<file path="src/rtl/throw_sequencer.sv">
// Turn/throw sequencer for the cat-vs-dog duel: alternates turns, charges local power,
// draws a fresh wind value each turn and issues a one-cycle launch to the projectile datapath.
module throw_sequencer #(
  parameter int         TICK_DIV       = 6_000_000,
  parameter int         FLIGHT_TIMEOUT = 300_000_000,
  parameter int         RESULT_HOLD    = 60_000_000,
  parameter logic [7:0] LFSR_SEED      = 8'hA5
) (
  input  logic       clk60MHz,
  input  logic       rst,
  input  logic       start,
  input  logic       local_player,
  input  logic       fire_hold,
  input  logic       in_fire,
  input  logic       flight_done,
  input  logic       game_over,
  output logic       turn,
  output logic [3:0] power,
  output logic [2:0] wind,
  output logic       launch,
  output logic       busy
);

  localparam int MAX_A   = (TICK_DIV > FLIGHT_TIMEOUT) ? TICK_DIV : FLIGHT_TIMEOUT;
  localparam int MAX_CNT = (MAX_A > RESULT_HOLD) ? MAX_A : RESULT_HOLD;
  localparam int CW      = $clog2(MAX_CNT + 1);

  localparam logic [CW-1:0] TICK_LAST   = CW'(TICK_DIV - 1);
  localparam logic [CW-1:0] FLIGHT_LAST = CW'(FLIGHT_TIMEOUT - 1);
  localparam logic [CW-1:0] HOLD_LAST   = CW'(RESULT_HOLD - 1);
  localparam logic [CW-1:0] CNT_ZERO    = CW'(0);
  localparam logic [CW-1:0] CNT_ONE     = CW'(1);

  localparam logic [2:0] ST_IDLE   = 3'd0;
  localparam logic [2:0] ST_AIM    = 3'd1;
  localparam logic [2:0] ST_CHARGE = 3'd2;
  localparam logic [2:0] ST_LAUNCH = 3'd3;
  localparam logic [2:0] ST_FLIGHT = 3'd4;
  localparam logic [2:0] ST_RESULT = 3'd5;
  localparam logic [2:0] ST_SWITCH = 3'd6;

  // Fibonacci step for x^8+x^6+x^5+x^4+1, shifting left; nonzero states stay nonzero.
  function automatic logic [7:0] lfsr_step(input logic [7:0] value);
    return {value[6:0], value[7] ^ value[5] ^ value[4] ^ value[3]};
  endfunction

  logic [2:0]    state_r, state_s;
  logic          turn_r, turn_s;
  logic [3:0]    power_r, power_s;
  logic [7:0]    lfsr_r, lfsr_s;
  logic [CW-1:0] cnt_r, cnt_s;
  logic          my_turn_s;

  assign my_turn_s = (turn_r == local_player);

  // Next-state, power, turn, wind and shared phase counter.
  always_comb begin
    state_s = state_r;
    turn_s  = turn_r;
    power_s = power_r;
    lfsr_s  = lfsr_r;
    cnt_s   = cnt_r;
    case (state_r)
      ST_IDLE: begin
        if (start) begin
          state_s = ST_AIM;
        end else begin
          state_s = ST_IDLE;
        end
      end
      ST_AIM: begin
        if (my_turn_s && fire_hold) begin
          state_s = ST_CHARGE;
          power_s = 4'd1;
          cnt_s   = CNT_ZERO;
        end else if (!my_turn_s && in_fire) begin
          state_s = ST_LAUNCH;
        end else begin
          state_s = ST_AIM;
        end
      end
      ST_CHARGE: begin
        // The step still lands when the button is released on the terminal tick.
        if (cnt_r == TICK_LAST) begin
          cnt_s = CNT_ZERO;
          if (power_r != 4'd15) begin
            power_s = power_r + 4'd1;
          end else begin
            power_s = power_r;
          end
        end else begin
          cnt_s = cnt_r + CNT_ONE;
        end
        if (!fire_hold) begin
          state_s = ST_LAUNCH;
        end else begin
          state_s = ST_CHARGE;
        end
      end
      ST_LAUNCH: begin
        state_s = ST_FLIGHT;
        cnt_s   = CNT_ZERO;
      end
      ST_FLIGHT: begin
        if (flight_done || (cnt_r == FLIGHT_LAST)) begin
          state_s = ST_RESULT;
          cnt_s   = CNT_ZERO;
        end else begin
          cnt_s   = cnt_r + CNT_ONE;
        end
      end
      ST_RESULT: begin
        if (cnt_r == HOLD_LAST) begin
          cnt_s = CNT_ZERO;
          if (game_over) begin
            state_s = ST_IDLE;
            turn_s  = 1'b0;
          end else begin
            state_s = ST_SWITCH;
          end
        end else begin
          cnt_s = cnt_r + CNT_ONE;
        end
      end
      ST_SWITCH: begin
        state_s = ST_AIM;
        turn_s  = ~turn_r;
        power_s = 4'd0;
        lfsr_s  = lfsr_step(lfsr_r);
      end
      default: begin
        state_s = ST_IDLE;
        cnt_s   = CNT_ZERO;
      end
    endcase
  end

  // State and datapath registers with synchronous reset.
  always_ff @(posedge clk60MHz) begin
    if (rst) begin
      state_r <= ST_IDLE;
      turn_r  <= 1'b0;
      power_r <= 4'd0;
      lfsr_r  <= LFSR_SEED;
      cnt_r   <= CNT_ZERO;
    end else begin
      state_r <= state_s;
      turn_r  <= turn_s;
      power_r <= power_s;
      lfsr_r  <= lfsr_s;
      cnt_r   <= cnt_s;
    end
  end

  assign turn   = turn_r;
  assign power  = power_r;
  assign wind   = lfsr_r[2:0];
  assign launch = (state_r == ST_LAUNCH);
  assign busy   = (state_r == ST_CHARGE) || (state_r == ST_LAUNCH) ||
                  (state_r == ST_FLIGHT) || (state_r == ST_RESULT);

endmodule

</file>
<file path="config.mk">
export PLATFORM = sky130hd
export DESIGN_NAME = throw_sequencer
export DESIGN_NICKNAME = d
export VERILOG_FILES = /design/src/rtl/throw_sequencer.sv
export SDC_FILE = /design/constraint.sdc
export NUM_CORES = 1
export LEC_CHECK = 0
export ABC_CLOCK_PERIOD_IN_PS = 4700
export BUFFER_PORTS_ARGS = -buffer_cell sky130_fd_sc_hd__buf_2
export CAP_MARGIN = 20
export CORE_MARGIN = 1.5
export CORE_UTILIZATION = 59
export DETAILED_ROUTE_END_ITERATION = 12
export GPL_TIMING_DRIVEN = 0
export PLACE_DENSITY_LB_ADDON = 0.08
export SETUP_SLACK_MARGIN = 0.5
export SYNTH_ARGS = -nofsm -noshare
export SYNTH_HDL_FRONTEND = slang
export SYNTH_SLANG_ARGS = --single-unit
</file>
<file path="constraint.sdc">
create_clock -name clk60MHz -period 4.7 [get_ports clk60MHz]
set_input_delay 0.235 -clock clk60MHz [delete_from_list [all_inputs] [get_ports clk60MHz]]
set_output_delay 0.235 -clock clk60MHz [all_outputs]
set_load 0.05 [all_outputs]
</file>
==> metrics.md, run 1 <==
| Metric | Value |
|---|---|
| Placer Congestion | 0.977 |
| Largest net degree at the start of global routing | 15 |
| Top post-synthesis cells by area | dfxtp_1 36%, nand2_1 6.4%, nand3_1 4.1% |
| Highest metal used | met4 |
| Initial Util | 62.5% |
| Post-synthesis sequential area ratio | 35.5% |
| CTS Buffer Depth | 2 |
| Register-to-Register Path Depth | 8 |
| Setup TNS | 0 ns |
| Period minus WS final | 3.07 ns |
| Final worst-path setup slack | 1.63 ns |
| Std cell rows | 23 |
| TritonCTS clock tree | built |
| Met2 wire length | 2840 µm |
| Vias post-DR | 2512 |
| Share of layout cells above drive strength 1 | 10.6% |
| EDFF count, synth | 0 |
| Clk slew on worst S/H paths | 0.09 ns |
| Asr flop ratio synth | 0% |
| Clock latency on the worst-skew pair | 0.30 ns |
| # Post-CTS Setup Buffers | 0 |
| Worst Hold Depth | 4 |
| Final Util | 69.4% |
| Syn_nets | 335 |
| First-pass GRT wire length | 9770 µm |
| Initial antenna violation count | 0 |
| Unrepaired setup endpoints after global routing | no |
| Slew margin rel. | 48.2% |
| CP endpoint kind | flop |
| N_diodes | 0 |
| Die X | 68.6 µm |
| FF+latch count, synth | 45 |
| Final antenna-violating net count | 0 |
| Status | finished clean |
| Synth area leader | dfxtp_1 |
| Metal3 WL | 347 µm |
| Root Buffer | clkbuf_8 |
| Port Buf Inserts | 17 |
| Die Area | 4700 µm² |
| Vias in the first global route | 2131 |
| Max Clock Skew | 0.00711 ns |
| CP required | 4.86 ns |
| Leading cell type in the layout, fill and taps excluded | dfxtp_1 |
| H-tree Lvls | 2 |
| CTS buffer count | 5 |
| Most frequent cells in the layout | 45 x dfxtp_1, 43 x nand2_1, 21 x nor2_1, 21 x nand3_1, 17 x buf_2 |
| Final hold violations | 0 |
| Total GRT Usage | 27.7% |
| Static Leak | 0.993 nW |
| Pwr/cell area | 323 nW/µm² |
| Synth top area share | 35.5% |
| Crit Path Category | reg -> reg |
| Sink Count | 45 |
| Hold Crit Class | in -> reg |
| Slew @ Worst Pin | 0.771 ns |
| Synth Warn # | 0 |
| Dpl ws | 1.67 ns |
| Wl on met1 | 2870 µm |
| Area grow syn2layout | 11.1% |
| Hold_buf cts | 0 |
| Setup violators final | 0 |
| # IOs | 18 |
| Predominant post-synthesis flop cell | dfxtp_1 |
| Nets | 359 |
| F_max | 0.326 GHz |
| Slew Viols, Final | 0 |
| Cells after synthesis | 325 |
| Avg Cell Area, Syn | 7.80 µm² |
| Max_cap viols | 0 |
| Die Height | 68.6 µm |
| Overflow after GRT | 0 |
| Placed wire-length estimate | 4450 µm |
| Yosys cell types | 48 |
| Total core area | 4060 µm² |
| CTS-repair resized insts | 0 |
| Post-route DRC | 0 |
| Detailed Route WL | 6130 µm |
| WL/cell | 15.3 µm |
| First-pass detailed-route iteration total | 4 |
| VDD IR max | 0.000167 V |
| Netlist Area Pre-Place | 2540 µm² |
| Fillers | 351 |
| DRT iter0 DRCs | 159 |
| Startpoint Class | flop |
| Max Fanout on Critical Path | 10 |
| Part of the cycle the worst path needs | 65.3% |
| Routed vias/inst | 6.28 |
| Arrival @ worst endpoint | 3.23 ns |
-- layer usage --
metal	vias to the layer above	track usage, %
met5	-	0
met4	0	8.75
met3	9	5.03
met2	91	48.4
met1	1163	34.4
li1	1249	-
-- worst paths after layout --
kind / endpoint / from / slack [ns]
max reg2reg: cnt_r[10] / cnt_r[0] / 1.63
min: state_r[1] / game_over / 0.28
max: cnt_r[10] / cnt_r[0] / 1.63
min reg2reg: lfsr_r[1] / lfsr_r[0] / 0.48
-- power breakdown --
part           leakage, nW  switching, mW  total [mW]  internal [mW]
Combinational        0.562          0.120       0.169         0.0491
Sequential           0.363        0.00666       0.396          0.389
Clock               0.0681          0.134       0.346          0.211
-- critical path: stages, from the launching register on --
cell and delay (ns):
dfxtp_1 0.41, ha_1 0.23, nand3_1 0.17, or4_4 0.62, o31ai_1 0.46, o211ai_1 0.25, clkbuf_1 0.31, nor2_2 0.37
nor4_1 0.11
-- sequential cells by signal, summed over array words and instances, names as in the netlist --
name	count
cnt_r	29
state_r	3
lfsr_r	8
turn	1
power	4
-- cells by family (layout without fill, tap and decap cells) --
group | count (synthesis) | in the layout | synth area share (%)
buffers and inverters | 27 | 52 | 4.59
DFF | 45 | 45 | 35.5
muxes | 2 | 2 | 0.789
adders and majority gates | 2 | 2 | 0.987
and+or+nand+nor | 171 | 171 | 36.9
AOI/OAI and AO/OA | 65 | 65 | 16.7
xor gates and xnor gates | 13 | 13 | 4.49
-- synth_stat cells, types with 2 or more instances --
master and count:
a21o_1 5, nor4b_1 10, or4_4 2, a211o_1 3, and2_1 2, nor2_1 21
or4_1 6, inv_1 6, a21oi_1 16, o21ai_0 13, o31ai_1 3, buf_4 4
nor2b_1 4, a22oi_1 2, dfxtp_1 45, a211oi_1 4, xor2_1 5, nor3_1 15
buf_1 2, nor4_1 9, and4_1 3, nand2b_1 3, clkbuf_1 14, a31o_2 2
and3_1 3, o211ai_1 3, xnor2_1 8, nand3_1 21, or3_1 12, nand4_1 9
a22o_1 4, a31oi_1 6, ha_1 2, nand2_1 43, mux2i_1 2
-- layout make-up --
type | instances | area [µm²] | share of cell area, %
buffer | 20 | 90.1 | 3.20
clock buffer | 5 | 68.8 | 2.44
clock inverter | 3 | 65.1 | 2.31
inverter | 7 | 26.3 | 0.933
multi-input combinational | 253 | 1520 | 53.9
sequential | 45 | 901 | 32.0
tap | 50 | 62.6 | 2.22
timing repair buffer | 17 | 85.1 | 3.02
-- through the flow --
| step | power [mW] | cell area (µm²) | hold WS, ns | cells |
|---|---|---|---|---|
| after floorplan | 0.528 | 2540 | 0.423 | 325 |
| after global placement | 0.570 | 2680 | 0.448 | 392 |
| after detailed placement | 0.572 | 2680 | 0.464 | 392 |
| after CTS | 0.913 | 2820 | 0.266 | 400 |
| after global routing | 0.945 | 2820 | 0.316 | 400 |
| final | 0.911 | 2820 | 0.277 | 400 |
No activity file was read; power rests on OpenSTA's default activity.
==> run 2: changes to the inputs <==
Settings changed: ABC_CLOCK_PERIOD_IN_PS 4700 to 3100.
Clock period 4.7 ns to 3.1 ns, I/O delays scaled along.
==> run 2 against run 1 <==
Effect of this change:
- clock-buffer cell count did not move
- fmax rose by 15%
- via count rose by 5.1%
- register-to-register slack got worse by 1.2 ns
- non-clock buffer count rose by 9
- flip-flop and latch count did not move
- routed wire length rose by 11%
- sequential share of layout area fell by 2.2 points
- design area rose by 8.3%
- critical path type unchanged
==> metrics.md, run 2 (synthesized netlist as in run 1, its figures left out) <==
| Metric | Value |
|---|---|
| Met3 global-route usage | 6.98% |
| Placed cells | 392 |
| Final non-filler cell total | 409 |
| Pwr/cell area | 481 nW/µm² |
| Clk slew on worst S/H paths | 0.09 ns |
| H-tree Lvls | 2 |
| Slowest-stage cell, CP | or4_4 |
| Hold slack | 0.186 ns |
| VDD IR max | 0.000278 V |
| First-pass GRT wire length | 10400 µm |
| Share of layout cells above drive strength 1 | 21.7% |
| Total GRT Usage | 29.4% |
| Status | finished clean |
| Startpoint Class | flop |
| Routed vias/inst | 6.45 |
| Final Util | 75.2% |
| Area grow syn2layout | 20.3% |
| Flop2flop setup slack | 0.44 ns |
| Die Height | 68.6 µm |
| Final antenna-violating net count | 0 |
| WL/cell | 16.7 µm |
| Max Fanout on Critical Path | 5 |
| Max Clock Skew | 0.0107 ns |
| N_diodes | 0 |
| Slew margin rel. | 57.6% |
| Std cell rows | 23 |
| TritonCTS clock tree | built |
| Root Buffer | clkbuf_8 |
| Post-route DRC | 0 |
| Hold Crit Class | in -> reg |
| GR Layer Usage met1 | 35.0% |
| Reg with most FFs | cnt_r |
| CP max stage delay | 0.57 ns |
| Slew @ Worst Pin | 0.636 ns |
| Detailed Route WL | 6810 µm |
| Most used cell, CP | or4_4 |
| First-pass detailed-route iteration total | 4 |
| Die X | 68.6 µm |
| CTS buffer count | 5 |
| Placed wire-length estimate | 4450 µm |
| CP required | 3.28 ns |
| Die Area | 4700 µm² |
| Clock latency on the worst-skew pair | 0.31 ns |
| Crit Path Category | reg -> reg |
| Design area | 3050 µm² |
| Slew Viols, Final | 0 |
| Overflow after GRT | 0 |
| CP endpoint kind | flop |
| Unrepaired setup endpoints after global routing | yes |
| Crit-path cells | or4_4 -> or4_4 -> o31ai_4 -> o211ai_1 -> buf_4 -> buf_6 -> a22oi_2 -> nor2_1 |
| Leading cell type in the layout, fill and taps excluded | nand2_1 |
| Part of the cycle the worst path needs | 85.8% |
| # IOs | 18 |
| Final worst-path setup slack | 0.441 ns |
| R2R Path Start | cnt_r[27] |
| Placed standard-cell area | 2680 µm² |
| Setup crit end | cnt_r[13] |
| Static Leak | 1.07 nW |
| Placer Congestion | 0.977 |
| CTS Buffer Depth | 2 |
| Largest net degree at the start of global routing | 15 |
| Register-to-Register Path Depth | 8 |
| Dpl ws | 0.0702 ns |
| Vias in the first global route | 2278 |
| Sink Count | 45 |
| Max_cap viols | 0 |
| Tot Pwr | 1.47 mW |
| Setup crit start | cnt_r[27] |
| Gr busiest metal | met2 |
| Most frequent cells in the layout | 43 x nand2_1, 40 x dfxtp_1, 19 x nand3_1 |
| Arrival @ worst endpoint | 2.84 ns |
| Initial antenna violation count | 0 |
| Nets | 368 |
| Vias post-DR | 2639 |
| Total core area | 4060 µm² |
| Met2 usage | 50.4% |
| Final hold violations | 0 |
| DRT iter0 DRCs | 172 |
| Setup violators final | 0 |
| Initial Util | 62.5% |
| F_max | 0.376 GHz |
| Port Buf Inserts | 17 |
| Max reg flops | 29 |
| Period minus WS final | 2.66 ns |
| Worst r2r dst | cnt_r[13] |
| Setup TNS | 0 ns |
-- run 2: worst min path at each step --
stage / slack [ns] / startpoint / cells after the start / to
finish: 0.19 / game_over / 4 / state_r[1]
global route: 0.21 / rst / 3 / cnt_r[15]
CTS: 0.19 / game_over / 4 / state_r[1]
detailed placement: 0.46 / lfsr_r[2] / 2 / lfsr_r[3]
global placement: 0.45 / lfsr_r[6] / 2 / lfsr_r[6]
floorplan: 0.34 / rst / 2 / cnt_r[14]
-- run 2: timing repair --
item	4_1_cts	5_1_grt
cloned	1	0
pin swaps	14	12
endpoints found under the setup margin	31	31
setup buffers	6	2
hold buffers	0	0
gates resized for setup	20	26
-- run 2: worst max-delay path, delay by kind of cell, from the launching register on --
kind,cells,cell delay [ns]
simple gates,3,1.15
compound gates,3,0.71
buf+inv,2,0.35
flops,1,0.33
-- run 2: layer usage --
| metal | share of wire, % | wire (µm) |
|---|---|---|
| met1 | 44 | 3020 |
| met3 | 6.4 | 434 |
| met4 | 2.7 | 184 |
| met2 | 47 | 3170 |
| met5 | 0 | 0 |
-- run 2: cell type report --
type                    count  area (µm²)
multi-input cells         253        1640
fillers                   317        1010
flip-flops and latches     45         907
repair buffers             26         169
plain buffers              20         109
clock buffers               5        68.8
clock inverters             3        65.1
well taps                  50        62.6
inverters                   7        26.3
-- run 2: where the power goes --
| group | switching (mW) | internal (mW) | total, mW |
|---|---|---|---|
| combinational | 0.217 | 0.118 | 0.335 |
| clock | 0.212 | 0.320 | 0.532 |
| sequential | 0.0105 | 0.590 | 0.601 |
